$ cat src/rtl/sseg_pkg.sv
// Shared constants for the seven-segment scan path:
// segment bit positions, hex decode table, blank pattern.
package sseg_pkg;

  localparam int SEG_A  = 0;
  localparam int SEG_B  = 1;
  localparam int SEG_C  = 2;
  localparam int SEG_D  = 3;
  localparam int SEG_E  = 4;
  localparam int SEG_F  = 5;
  localparam int SEG_G  = 6;
  localparam int SEG_DP = 7;

  localparam logic [7:0] SSEG_BLANK = 8'hFF;

  // Active-high {g..a}, indexed by nibble.
  localparam logic [15:0][6:0] HEX_SEG = {
    7'h71, 7'h79, 7'h5E, 7'h39,
    7'h7C, 7'h77, 7'h6F, 7'h7F,
    7'h07, 7'h7D, 7'h6D, 7'h66,
    7'h4F, 7'h5B, 7'h06, 7'h3F
  };

endpackage

$ cat src/rtl/sseg_hex_decode.sv
// Nibble to active-high {g..a} pattern.
// Ports: nib_i (4b hex), seg_o (7b pattern).
module sseg_hex_decode
  import sseg_pkg::*;
(
  input  logic [3:0] nib_i,
  output logic [6:0] seg_o
);

  assign seg_o = HEX_SEG[nib_i];

endmodule

$ cat src/rtl/sseg_scan_mux.sv
// N-digit seven-segment scanner: refresh counter, frame snapshot,
// blanking, dp, PWM brightness, guard time.
// Ports: clk, rst_n, value, dp_mask, blank_en, bright in;
//        an, sseg (active low), frame_start out.
module sseg_scan_mux
  import sseg_pkg::*;
#(
  parameter int NUM_DIGITS = 4,
  parameter int DIV_LOG2   = 16,
  parameter int BRIGHT_W   = 4,
  parameter int GUARD      = 4
) (
  input  logic                    clk,
  input  logic                    rst_n,
  input  logic [4*NUM_DIGITS-1:0] value,
  input  logic [NUM_DIGITS-1:0]   dp_mask,
  input  logic                    blank_en,
  input  logic [BRIGHT_W-1:0]     bright,
  output logic [NUM_DIGITS-1:0]   an,
  output logic [7:0]              sseg,
  output logic                    frame_start
);

  localparam int DIG_W =
    (NUM_DIGITS > 1) ? $clog2(NUM_DIGITS) : 1;
  localparam logic [DIG_W-1:0] DIG_LAST =
    DIG_W'(NUM_DIGITS - 1);
  localparam logic [DIV_LOG2-1:0] TICK_MAX = '1;
  localparam logic [DIV_LOG2-1:0] GUARD_T =
    DIV_LOG2'(GUARD);

  logic [DIV_LOG2-1:0]     tick_q, tick_d;
  logic [DIG_W-1:0]        dig_q, dig_d;
  logic [4*NUM_DIGITS-1:0] value_q;
  logic [NUM_DIGITS-1:0]   dp_q;
  logic                    blank_en_q;
  logic [BRIGHT_W-1:0]     bright_q;
  logic [NUM_DIGITS-1:0]   an_q, an_d;
  logic [7:0]              sseg_q, sseg_d;
  logic                    fs_q;

  logic                    snap;
  logic                    lit;
  logic [3:0]              nib;
  logic                    dp_cur;
  logic                    blank_cur;
  logic                    nz;
  logic [NUM_DIGITS-1:0]   an_sel;
  logic [6:0]              seg7;

  assign snap = (tick_q == TICK_MAX) && (dig_q == DIG_LAST);

  always_comb begin
    tick_d = tick_q + DIV_LOG2'(1);
    dig_d  = dig_q;
    if (tick_q == TICK_MAX) begin
      dig_d = (dig_q == DIG_LAST) ? '0 : dig_q + DIG_W'(1);
    end
  end

  // Scan from the top digit down so nz tells whether any
  // nibble at or above the current index is non-zero.
  always_comb begin
    nib       = 4'h0;
    dp_cur    = 1'b0;
    blank_cur = 1'b0;
    nz        = 1'b0;
    an_sel    = '1;
    for (int i = NUM_DIGITS - 1; i >= 0; i--) begin
      nz = nz | (value_q[4*i +: 4] != 4'h0);
      if (dig_q == DIG_W'(i)) begin
        nib       = value_q[4*i +: 4];
        dp_cur    = dp_q[i];
        blank_cur = blank_en_q && !nz && (i != 0);
        an_sel[i] = 1'b0;
      end
    end
  end

  assign lit = (tick_q >= GUARD_T) &&
    (tick_q[DIV_LOG2-1 -: BRIGHT_W] < bright_q);

  sseg_hex_decode u_dec (
    .nib_i (nib),
    .seg_o (seg7)
  );

  always_comb begin
    an_d   = '1;
    sseg_d = SSEG_BLANK;
    if (lit) begin
      an_d                = an_sel;
      sseg_d[SEG_G:SEG_A] = blank_cur ? 7'h7F : ~seg7;
      sseg_d[SEG_DP]      = ~dp_cur;
    end
  end

  always_ff @(posedge clk or negedge rst_n) begin
    if (!rst_n) begin
      tick_q     <= '0;
      dig_q      <= '0;
      value_q    <= '0;
      dp_q       <= '0;
      blank_en_q <= 1'b0;
      bright_q   <= '0;
      an_q       <= '1;
      sseg_q     <= SSEG_BLANK;
      fs_q       <= 1'b0;
    end else begin
      tick_q <= tick_d;
      dig_q  <= dig_d;
      an_q   <= an_d;
      sseg_q <= sseg_d;
      fs_q   <= snap;
      if (snap) begin
        value_q    <= value;
        dp_q       <= dp_mask;
        blank_en_q <= blank_en;
        bright_q   <= bright;
      end
    end
  end

  assign an          = an_q;
  assign sseg        = sseg_q;
  assign frame_start = fs_q;

endmodule

$ cat config.mk
export PLATFORM = sky130hd
export DESIGN_NAME = sseg_scan_mux
export DESIGN_NICKNAME = d
export VERILOG_FILES = /design/src/rtl/sseg_pkg.sv /design/src/rtl/sseg_hex_decode.sv /design/src/rtl/sseg_scan_mux.sv
export SDC_FILE = /design/constraint.sdc
export NUM_CORES = 1
export LEC_CHECK = 0
export CORE_UTILIZATION = 54
export DETAILED_ROUTE_END_ITERATION = 16
export PLACE_DENSITY = 0.77
export SYNTH_ARGS = -nofsm -noshare
export SYNTH_HDL_FRONTEND = slang
export SYNTH_SLANG_ARGS = --single-unit
$ cat constraint.sdc
create_clock -name clk -period 2.91 [get_ports clk]
set_input_delay 0.291 -clock clk [delete_from_list [all_inputs] [get_ports clk]]
set_output_delay 0.291 -clock clk [all_outputs]
set_load 0.01 [all_outputs]
# ---- Word level (Yosys, flattened, before mapping)
# Memory sizes are Yosys's and may differ from the RTL's.
# Cells that the tools add are included.
dict set report totals {
  ff_bits 56
  rom_bits 112
  in_bits 27
  output_inout_bits 13
  word_cells 56
  n_memories 1
}
# name words word_bits rd rd_ports_with_merged_regs write_ports line
set memory_table {}
lappend memory_table {{(name not given)} 16 7 1 0 0 sseg_hex_decode.sv:10} ;# assign seg_o = HEX_SEG[nib_i];
dict set report classes {
  addsub 2
  n_lt_le_gt_ge 3
  eq_ne 4
  muxes 21
  bitwise 4
  reduce_logical 12
}
# operator n
set ops {}
lappend ops {{$mux W4} 5}
lappend ops {{$add A16 B1 Y16 const B} 1}
lappend ops {{$eq A16 B16 Y1 const B} 1}
lappend ops {{$ge A16 B3 Y1 const B} 1}
lappend ops {{$mux W7} 2}
lappend ops {{$mux W1} 12}
lappend ops {{$reduce_bool A4 Y1} 3}
lappend ops {{$mux W8} 1}
lappend ops {{$not A7 Y7} 1}
lappend ops {{$logic_and A1 B1 Y1} 5}
lappend ops {{$lt A4 B5 Y1 const B} 1}
lappend ops {{$eq A2 B2 Y1 const B} 2}
lappend ops {{$lt A4 B4 Y1} 1}
lappend ops {{$logic_not A1 Y1} 3}
lappend ops {{$add A2 B1 Y2 const B} 1}
lappend ops {{$eq A2 B1 Y1 const B} 1}
lappend ops {{$logic_not A2 Y1} 1}
lappend ops {{$mux W2} 1}
lappend ops {{$or A1 B1 Y1} 2}
lappend ops {{$not A1 Y1} 1}

# ---- Longest topological paths before layout
# Gate-level depths: netlist (run 1).
dict set report depth {
  depth_word 10
  mapped_depth 11
  depth_no_buf 10
}

# ---- By module
# A second synthesis (run 1) with hierarchy kept.
dict set report unflattened {
  cells_unflattened 236
  area_unflattened_um2 2857.7
}
# mod n_inst cells_each area_each_um2 seq_area_each_um2
set by_module_without_submodules {}
lappend by_module_without_submodules {sseg_scan_mux 1 203 2570.0 1416.4}
lappend by_module_without_submodules {sseg_hex_decode 1 33 287.8 0.0}

# ---- Worst setup path after synthesis (run 1)
# OpenSTA, ideal clock, no wires.
dict set report synth_timing {
  path_kind {reg-to-reg}
  from {register dig_q[0]}
  to {register sseg_q[5] (netlist: sseg[5])}
  setup_ps 121
  arrival_ps 2190
  required_ps 2789
  slack_ps 599
  stages_incl_launch_ff 11
  path_buffers 1
  synth_period_minus_slack_ps 2311
  path_cell_list {dfrtp_1 -> inv_1 -> ha_1 -> clkbuf_1 -> a221o_1 -> a22oi_1 -> inv_1 -> ha_1 -> mux2_2 -> nand2_1 -> o311ai_0}
}
dict set report synth_via {
  elab_chain_cells 10
  elab_cells_between_ends 17
  classes_between {eq/ne (3); mux (11); bitwise (1); reduce/logical (1); memory (1)}
}
# element line
set synth_rtl {}
lappend synth_rtl {{from (decl)} sseg_scan_mux.sv:33} ;# logic [DIG_W-1:0] dig_q, dig_d;
lappend synth_rtl {{from (signal assigned)} sseg_scan_mux.sv:111} ;# dig_q <= dig_d;
lappend synth_rtl {{$eq A2 B2 Y1} sseg_scan_mux.sv:71} ;# if (dig_q == DIG_W'(i)) begin
lappend synth_rtl {{$mux W4 (4 in a row)} sseg_scan_mux.sv:71}
lappend synth_rtl {{$mem_v2 Z16 W7} -}
lappend synth_rtl {{$mux W7 (implied by the code)} sseg_hex_decode.sv:10}
lappend synth_rtl {{$not A7 Y7} sseg_scan_mux.sv:93} ;# sseg_d[SEG_G:SEG_A] = blank_cur ? 7'h7F : ~seg7;
lappend synth_rtl {{$mux W7 (*)} sseg_scan_mux.sv:93}
lappend synth_rtl {{$mux W8 (*)} sseg_scan_mux.sv:91} ;# if (lit) begin
lappend synth_rtl {{via sseg_d[5]} sseg_scan_mux.sv:39} ;# logic [7:0] sseg_q, sseg_d;
lappend synth_rtl {{to (signal assigned)} sseg_scan_mux.sv:113} ;# sseg_q <= sseg_d;
lappend synth_rtl {{to (decl)} sseg_scan_mux.sv:39}
# Mark *: on every way through the listed nets, which the timed path passes. The rest lies on a longest branch. The select of a mux whose other input is x is not followed.
# A chain may end at the register's enable or synchronous reset.

# ---- Worst setup path in the final report (run 1)
# Same ends and word-level chain as after synthesis.

==> results of run 1 <==
[worst paths after layout]
path	from	end	slack, ns
min reg2reg	tick_q[5]	tick_q[5]	0.51
min in group clk	tick_q[5]	tick_q[5]	0.51
max reg2reg	dig_q[0]	sseg[5]	0.35
min	rst_n	tick_q[2]	0.18
max	dig_q[0]	sseg[5]	0.35
max in group asynchronous	rst_n	sseg[4]	1.92
[sequential cells by signal, summed over array words and instances, names as in the netlist]
register and cells:
blank_en_q 1, an 4, tick_q 16, bright_q 4
sseg 8, value_q 16, dp_q 4, frame_start 1
dig_q 2
[logic make-up after synthesis]
kind of cell,count (synthesis),share of synthesized area
AND/OR/NAND/NOR,65,0.124
flip-flops,56,0.501
AO/OA/AOI/OAI,30,0.0783
multiplexers,29,0.141
buffers and inverters,22,0.0438
XOR/XNOR,15,0.0464
adder cells (fa/ha/maj),15,0.0663
[metrics by stage]
stage,cell area (um^2),hold WS [ns],utilization
after floorplan,2830,-0.00459,-
after global placement,3260,0.488,0.667
after detailed placement,3260,0.493,0.667
after CTS,3380,0.228,0.693
after global routing,3390,0.279,0.694
final,3390,0.184,0.694
[placed cells by master, fill, tap and decap left out, types with 5 or more instances in the layout]
master,netlist,layout
a211oi_1,6,6
clkbuf_8,0,7
clkdlybuf4s50_1,0,38
dfrtp_1,44,44
dfstp_2,12,12
ha_1,15,15
inv_1,14,14
mux2_2,10,10
mux2_4,19,19
nand2_1,21,21
nand3_1,5,5
nor2_1,10,10
nor4_1,5,5
xnor2_1,12,12
[cells in the mapped netlist (all sizes together)]
library cell | n | area [um^2]
a221oi | 2 | 17.5
or3 | 2 | 12.5
mux2 | 29 | 398
buf | 4 | 56.3
nand4 | 3 | 18.8
nor3b | 2 | 15.0
nand3b | 3 | 22.5
ha | 15 | 188
and4 | 1 | 11.3
nor4 | 5 | 31.3
a31oi | 1 | 6.26
a211o | 1 | 8.76
a21boi | 1 | 7.51
xnor2 | 12 | 105
a211oi | 7 | 57.6
o21a | 2 | 15.0
dfstp | 12 | 315
nor3 | 1 | 5.00
dfrtp | 44 | 1100
xor2 | 3 | 26.3
o221ai | 2 | 17.5
nor2b | 4 | 25.0
a221o | 1 | 10.0
o21ai | 4 | 20.0
inv | 14 | 52.6
and2 | 1 | 6.26
a22oi | 1 | 7.51
nand2 | 21 | 78.8
o311ai | 2 | 17.5
nor2 | 10 | 37.5
clkbuf | 4 | 15.0
and3 | 4 | 31.3
nand2b | 2 | 20.0
o31ai | 1 | 7.51
a41oi | 1 | 8.76
or4b | 1 | 10.0
nand3 | 5 | 25.0
a21oi | 4 | 20.0
[final cells by class]
cell class / instances / area [um^2]
Fill cell: 385 / 1490
Timing Repair Buffer: 43 / 415
Clock inverter: 1 / 30.0
Sequential cell: 56 / 1420
Tap cell: 67 / 83.8
Inverter: 14 / 52.6
Clock buffer: 7 / 96.3
Multi-Input combinational cell: 154 / 1290
[layer usage]
layer | routed length [um] | GRT usage | vias to the layer above
met5 | 0 | 0 | -
met4 | 85 | 0.0818 | 0
met3 | 168 | 0.0420 | 7
met2 | 2210 | 0.308 | 39
met1 | 2480 | 0.298 | 871
li1 | - | - | 894
[worst max-delay path: cells and delay by family (launching register included)]
family                     cells  cell delay (ns)
buffers and inverters          2             0.27
and+or+nand+nor                3             0.61
muxes                          1             0.28
adders and majority gates      2             0.63
AOI/OAI and AO/OA              2             0.21
DFF                            1             0.43
[power breakdown]
| part | total, uW | switching [uW] | leakage [uW] | internal (uW) |
|---|---|---|---|---|
| clock network | 548 | 244 | 0.0000645 | 304 |
| registers | 831 | 16.2 | 0.000668 | 814 |
| logic | 150 | 59.7 | 0.000795 | 90.0 |
[what timing repair did]
action | in CTS | in global routing
endpoints found under the setup margin | 0 | 2
hold endpoints to repair | 0 | 0
resized for setup | 0 | 1
==> results.ini, run 1 <==
[setup_path]
slowest_stage=dfrtp_1
critical_path_class=reg2reg
reg2reg_depth=10
cp.required_ns=3.09
cpPeakStageDelay_ns=0.43
cp_cell_sequence=inv_1 > ha_1 > nand3b_1 > a221oi_1 > nor2_1 > inv_1 > ha_1 > mux2_2 > nand2_1 > o311ai_0
crit_path_end_kind=flip-flop
crit_path_max_fanout=11
worstPathArrival_ns=2.75
cp-start-kind=flip-flop

[clock_tree]
postCtsHoldBufs=0
cts.sinks=56
htreeDepth=2
cts_root_buffer=clkbuf_8
cts_buffers=5
cts_tree=yes
path_clk_slew_ns=0.10
cts_setup_buffers=0
insertion_delay_ns=0.31
clockBufferDepth=2

[route]
drt_iter0_markers=110
detail-route-antenna-nets=0
post_drt_wl_per_cell_um=14.4
drc=0
vias=1811
via_per_inst=5.30
dr.pass1.iters=4
routed_wl_um=4940

[flow_run]
drv_cap=0

[final_layout]
finalNonFillerCells=342
area_growth_pct=19.8
drive_above_1_share=0.222
diodes=0
fin_nets=316

[die]
io_pins=40
die_area_um2=5530
std_cell_rows=25
die_x_um=74.4
core-area_um2=4880
initial_core_util=0.580
die_h_um=74.4

[placement]
dp.cells=334
routabilityCongestion=0.846
dp_hpwl_um=3550
portBuffers=39
pre_cts_ws_ns=0.249

[run_status]
status=complete, no violations

[grt]
gr-total-overflow=0
grt_pass1_wl_um=8420
antenna_found_initial=0
grt_util_all_layers=0.207
grt_pass1_vias=1724
grt_max_degree=52

[timing]
fin_ws_ns=0.348
worstMarginPinSlew_ns=1.12
setup_tns_ns=0
fin_crit_sh=0.881
maxSlewViolCount=0
fin_skew_ns=0.00825
setup_viol=0
hold_viol_final=0
fmaxAchievable_mhz=390
layout_min_cycle_time_ns=2.56
slew-limit-headroom=0.256
rsz0062_at_grt=no

[pwr]
power_uw=1530
power.density_nw_per_um2=451
ir_worst_vdd_v=0.000288
p_leak_uw=0.00153

[yosys]
syn_nets=274
ys_ff_latch=56
syn_area_um2=2830
syn_inst=232
yosysWarnings=0
ys_seq_area_frac=0.501
synth_area_per_cell_um2=12.2
synth.distinct_cells=45

[min_path]
hp-class=in2async

Note: power is estimated with default switching activity, not from simulation.
==> inputs of run 2 (changes only) <==
- SYNTH_HIERARCHICAL: unset -> 1
==> run 2 against run 1 <==
Against the previous run:
- utilization is 2.5 points lower
- design area is 0.89% higher
- die area is 0.98% higher
- critical path depth is 1 lower
- non-clock buffer count is 2 higher
- area after synthesis is 1.0% higher
- setup slack worse by 0.16 ns
- global-route usage is 1.3 points lower
- highest routed layer unchanged
==> results.ini, run 2 <==
[run_status]
status=complete, no violations

[yosys]
synth_area_per_cell_um2=12.1  ; -0.69%
synth.area.top_cells=dfrtp_1 (39%), dfstp_2 (11%), mux2_4 (10%)
syn_area_um2=2860  ; +1.0%
synth_commonest_cells=dfrtp_1 (44), mux2_4 (19), nand2_1 (19), ha_1 (16), inv_1 (14)
synth_most_common_cell=dfrtp_1
syn_inst=236  ; +1.7%
synth_edf_count=0  ; unchanged
ys_seq_area_frac=0.496  ; -0.00504
synthFlopType=dfrtp_1
synth.distinct_cells=39  ; -13%
ys_ff_latch=56  ; unchanged
yosysTopAreaCell=dfrtp_1
yosysTopAreaCellShare=0.385  ; -0.00392
async_flop_share=1.00  ; unchanged
syn_nets=279  ; +1.8%
yosysWarnings=6  ; +6

[die]
core-area_um2=5110  ; +4.7%
std_cell_rows=26  ; +4.0%
die_x_um=74.7  ; +0.49%
die_area_um2=5590  ; +0.98%
io_pins=40  ; unchanged
initial_core_util=0.560  ; -0.0202
die_h_um=74.7  ; +0.49%

[timing]
setup_tns_ns=0  ; unchanged
setup_viol=0  ; unchanged
worstMarginPinSlew_ns=1.10  ; -0.0106 ns
hold_viol_final=0  ; unchanged
fmaxAchievable_mhz=367  ; -5.8%
slew-limit-headroom=0.263  ; +0.00708
layout_min_cycle_time_ns=2.72  ; +0.159 ns
maxSlewViolCount=0  ; unchanged
fin_skew_ns=0.00790  ; -0.000350 ns
rsz0062_at_grt=no
fin_crit_sh=0.935  ; +0.0546

[clock_tree]
postCtsHoldBufs=0  ; unchanged
cts_root_buffer=clkbuf_8
path_clk_slew_ns=0.10  ; about the same
htreeDepth=2  ; unchanged
ctsResizeCount=0  ; unchanged
clockBufferDepth=2  ; unchanged
cts_buffers=5  ; unchanged
cts_tree=yes
insertion_delay_ns=0.31  ; about the same
cts.sinks=56  ; unchanged
cts_setup_buffers=0  ; unchanged

[pwr]
power.density_nw_per_um2=417  ; -7.5%
p_leak_uw=0.00161  ; +5.5%
ir_worst_vdd_v=0.000221  ; -23%

[grt]
grt_max_degree=52  ; unchanged
gr-total-overflow=0  ; unchanged
grt_pass1_vias=1768  ; +2.6%
antenna_found_initial=0  ; unchanged
grt_pass1_wl_um=8200  ; -2.6%
grt_util_all_layers=0.194  ; -0.0125

[route]
via_per_inst=5.34  ; +0.88%
post_drt_wl_per_cell_um=14.3  ; -0.71%
drc=0  ; unchanged
routed_wl_um=5030  ; +1.9%
dr.pass1.iters=4  ; unchanged
vias=1875  ; +3.5%
drt_iter0_markers=101  ; -8.2%
detail-route-antenna-nets=0  ; unchanged

[final_layout]
drive_above_1_share=0.210  ; -0.0119
fin_area_um2=3420  ; +0.89%
diodes=0  ; unchanged
final_common_cell=dfrtp_1
fin_nets=323  ; +2.2%
mostFrequentLayoutCells=dfrtp_1 (44), clkdlybuf4s50_1 (38), nand2_1 (19), mux2_4 (19), ha_1 (16)
area_growth_pct=19.6

[setup_path]
worstPathArrival_ns=2.96  ; +0.21 ns
cp.required_ns=3.15  ; +0.06 ns
rr_startpoint=dig_q[0]
crit_path_max_fanout=10  ; -1
cp-start-kind=flip-flop
r2r_end=sseg[3]
crit_path_end_kind=flip-flop
critical_path_class=reg2reg
reg2reg_depth=9  ; -1
reg2reg_setup_slack_ns=0.19  ; -0.16 ns

[min_path]
hp-class=in2async

[placement]
routabilityCongestion=0.817  ; -3.5%
dp_hpwl_um=3600  ; +1.3%
placed_area_um2=3320  ; +2.0%
portBuffers=39  ; unchanged

[flow_run]
drv_cap=0  ; unchanged

==> run 2: changes by cell type after synthesis, moves of 3 or more <==
| cell | previous run | this run |
|---|---|---|
| and4_1 | 0 | 3 |
| a211oi_1 | 6 | 0 |
| a21oi_1 | 4 | 7 |
| nor3_1 | 1 | 4 |
| o31ai_1 | 1 | 4 |
| xnor2_1 | 12 | 9 |
| nand3_1 | 5 | 13 |
==> run 2: power by group <==
part           switching, uW  internal [uW]  total [uW]
logic                   59.0           94.9         154
clock network            247            195         442
registers               16.7            814         831
==> run 2: through the flow <==
step	total power (uW)	hold WS (ns)	utilization	instances	setup WS (ns)
floorplan	911	-0.00459	-	236	0.270
global placement	997	0.475	0.650	343	0.414
detailed placement	1000	0.495	0.650	343	0.257
CTS	1440	0.229	0.669	351	0.184
global route	1490	0.276	0.669	351	0.0100
finish	1430	0.175	0.669	351	0.189
==> run 2: worst max-delay path, cell delays in order, from the launching register on <==
cell      delay, ns
dfrtp_1        0.42
inv_1          0.09
ha_1           0.31
nor2b_1        0.31
a221oi_1       0.15
o31ai_1        0.33
inv_1          0.16
ha_1           0.32
mux4_1         0.48
nand3_1        0.08
==> run 2: layout make-up <==
| cell class | instances | area, um^2 |
|---|---|---|
| Sequential cell | 56 | 1420 |
| Timing Repair Buffer | 45 | 430 |
| Clock buffer | 6 | 82.6 |
| Inverter | 14 | 52.6 |
| Multi-Input combinational cell | 158 | 1340 |
| Clock inverter | 2 | 13.8 |
| Tap cell | 70 | 87.6 |
| Fill cell | 410 | 1690 |
==> run 2: worst max-delay path by stage <==
stage	from	end	slack (ns)
floorplan	dig_q[0]	sseg[3]	0.27
global placement	dig_q[0]	sseg[3]	0.41
detailed placement	dig_q[0]	sseg[3]	0.26
CTS	dig_q[0]	sseg[3]	0.18
global route	dig_q[0]	sseg[3]	0.01
finish	dig_q[0]	sseg[3]	0.19
==> run 2: layer usage <==
layer  track usage  vias up  share of wire
met2         0.302       50           0.46
met4        0.0629        0          0.015
met3        0.0428        6          0.046
met1         0.272      898           0.48
li1              -      921              -
met5             0        -              0
==> run 2: logic make-up after synthesis <==
logic type      after synthesis  share of synthesized area
simple gates                 72                      0.141
flops                        56                      0.496
mux                          31                      0.151
compound gates               25                     0.0617
buf+inv                      22                     0.0372
fa+ha+maj                    16                     0.0701
xor+xnor                     14                     0.0429
==> inputs of run 3 (changes only) <==
- CORE_MARGIN: unset -> 4
- CTS_CLUSTER_DIAMETER: unset -> 100
==> run 3 against run 2 <==
Against the previous run:
- clock skew shrank 0.0016 ns
- register-to-register slack better by 0.12 ns
- wire length increased by 0.24%
- combinational power barely moved
- largest cell class unchanged
- sequential cell count unchanged
- clock-buffer cell count is the same
==> results.ini, run 3 (synthesis results as in run 2) <==
[die]
die_x_um=80.7  ; +8.0%
io_pins=40  ; unchanged
core-area_um2=5110  ; unchanged
std_cell_rows=26  ; unchanged
die_h_um=80.7  ; +8.0%
initial_core_util=0.560  ; unchanged
die_area_um2=6520  ; +17%

[final_layout]
multi_input_area_um2=1340  ; +0.19%
fin_nets=323  ; unchanged
area_growth_pct=19.6  ; about the same
diodes=0  ; unchanged
fin_util=0.669  ; about the same
n_fill_cell=414  ; +0.98%
final_common_cell=dfrtp_1
drive_above_1_share=0.214  ; +0.00356
mostFrequentLayoutCells=dfrtp_1 (44), clkdlybuf4s50_1 (38), nand2_1 (19), mux2_4 (19), ha_1 (16)
finalNonFillerCells=351  ; unchanged
ff_latch_area_um2=1420  ; unchanged
fin_area_um2=3420  ; about the same

[pwr]
switchingPower_uw=318  ; -1.4%
p_leak_uw=0.00161  ; about the same
power_frac_comb=0.109  ; about the same
pwr-share-seq=0.585  ; +0.003
power.density_nw_per_um2=415  ; -0.58%
internal-power_uw=1100  ; -0.40%
ir_worst_vdd_v=0.000275  ; +24%
clkPwrFrac=0.306  ; -0.004
power_switching_share=0.225  ; -0.00169

[clock_tree]
postCtsHoldBufs=0  ; unchanged
cts_buffers=5  ; unchanged
clockBufferDepth=2  ; unchanged
insertion_delay_ns=0.31  ; about the same
htreeDepth=2  ; unchanged
cts_root_buffer=clkbuf_8
cts.sinks=56  ; unchanged
path_clk_slew_ns=0.09  ; about the same
cts_tree=yes

[grt]
grt_max_degree=52  ; unchanged
gr-total-overflow=0  ; unchanged
antenna_found_initial=0  ; unchanged
grt_util_all_layers=0.171  ; -0.0235
grt_pass1_vias=1818  ; +2.8%
grt_pass1_wl_um=8580  ; +4.6%

[timing]
rsz0062_at_grt=no
slew-limit-headroom=0.282  ; +0.0184
holdWs_ns=0.176  ; +0.000484 ns
setup_viol=0  ; unchanged
hold_viol_final=0  ; unchanged
fin_crit_sh=0.894  ; -0.0413
fin_skew_ns=0.00627  ; -0.00162 ns
layout_min_cycle_time_ns=2.60  ; -0.120 ns
maxSlewViolCount=0  ; unchanged
worstMarginPinSlew_ns=1.08  ; -0.0276 ns
setup_tns_ns=0  ; unchanged
fmaxAchievable_mhz=384  ; +4.6%

[setup_path]
critical_path_class=reg2reg
crit_path_end_kind=flip-flop
cp.required_ns=3.15  ; about the same
worstPathArrival_ns=2.84  ; -0.12 ns
cp-start-kind=flip-flop
crit_path_max_fanout=10  ; unchanged

[route]
drt_iter0_markers=98  ; -3.0%
dr.pass1.iters=4  ; unchanged
detail-route-antenna-nets=0  ; unchanged
post_drt_wl_per_cell_um=14.4  ; +0.24%
vias=1853  ; -1.2%
drc=0  ; unchanged
via_per_inst=5.28  ; -1.2%
routed_wl_um=5040  ; +0.24%

[placement]
dp.cells=343  ; unchanged
dp_hpwl_um=3670  ; +2.0%
routabilityCongestion=0.892  ; +9.2%
portBuffers=39  ; unchanged
placed_area_um2=3320  ; unchanged

[flow_run]
drv_cap=0  ; unchanged

[min_path]
hp-class=in2async

[run_status]
status=complete, no violations

run 3: cell count changes in the layout (fill, tap and decap cells not counted), sizes merged:
| cell | before | now |
|---|---|---|
| inv | 15 | 14 |
| clkinv | 1 | 2 |
run 3: power groups by stage:
stage	clock network, uW	logic, uW	registers (uW)
floorplan	0	65.3	846
global placement	0	153	844
detailed placement	0	156	845
CTS	445	157	830
global route	470	171	834
finish	434	154	830
run 3: per-layer routing:
metal	track usage	share of wire	vias up
li1	-	-	921
met2	0.261	0.44	49
met4	0.0591	0.016	0
met3	0.0432	0.058	8
met5	0	0	-
met1	0.239	0.48	875
run 3: worst max-delay path, cell delays in order, from the launching register on:
cell      delay (ns)
dfrtp_1         0.42
inv_1           0.09
ha_1            0.32
nor2b_2         0.23
a221oi_1        0.11
o31ai_1         0.31
inv_1           0.16
ha_1            0.34
mux4_1          0.48
nand3_1         0.08
run 3: repair_timing:
action | CTS | global route
gates resized for setup | 0 | 1
buffers inserted | 0 | 0
setup endpoints to repair | 0 | 1
run 3: path summary, 6_finish.rpt:
kind                            startpoint         end  slack, ns  cells past startpoint
worst max-delay path              dig_q[0]     sseg[3]       0.31                      9
worst min-delay path                 rst_n  value_q[2]       0.18                      1
worst max register to register    dig_q[0]     sseg[3]       0.31                      9
worst min register to register   tick_q[0]   tick_q[0]       0.51                      1
max in group asynchronous            rst_n     sseg[1]       1.96                      2
min in group clk                 tick_q[0]   tick_q[0]       0.51                      1
run 3: layout make-up:
cell class / count / area share
Timing Repair Buffer: 45 / 0.126
Tap cell: 70 / 0.0256
Inverter: 14 / 0.0154
Multi-Input combinational cell: 158 / 0.391
Sequential cell: 56 / 0.415
Clock buffer: 6 / 0.0242
Clock inverter: 2 / 0.00293
run 3: stage by stage:
stage / setup WS [ns] / total power, uW
after floorplan: 0.270 / 911
after global placement: 0.414 / 998
after detailed placement: 0.297 / 1000
after CTS: 0.252 / 1430
after global routing: 0.0288 / 1480
final: 0.309 / 1420
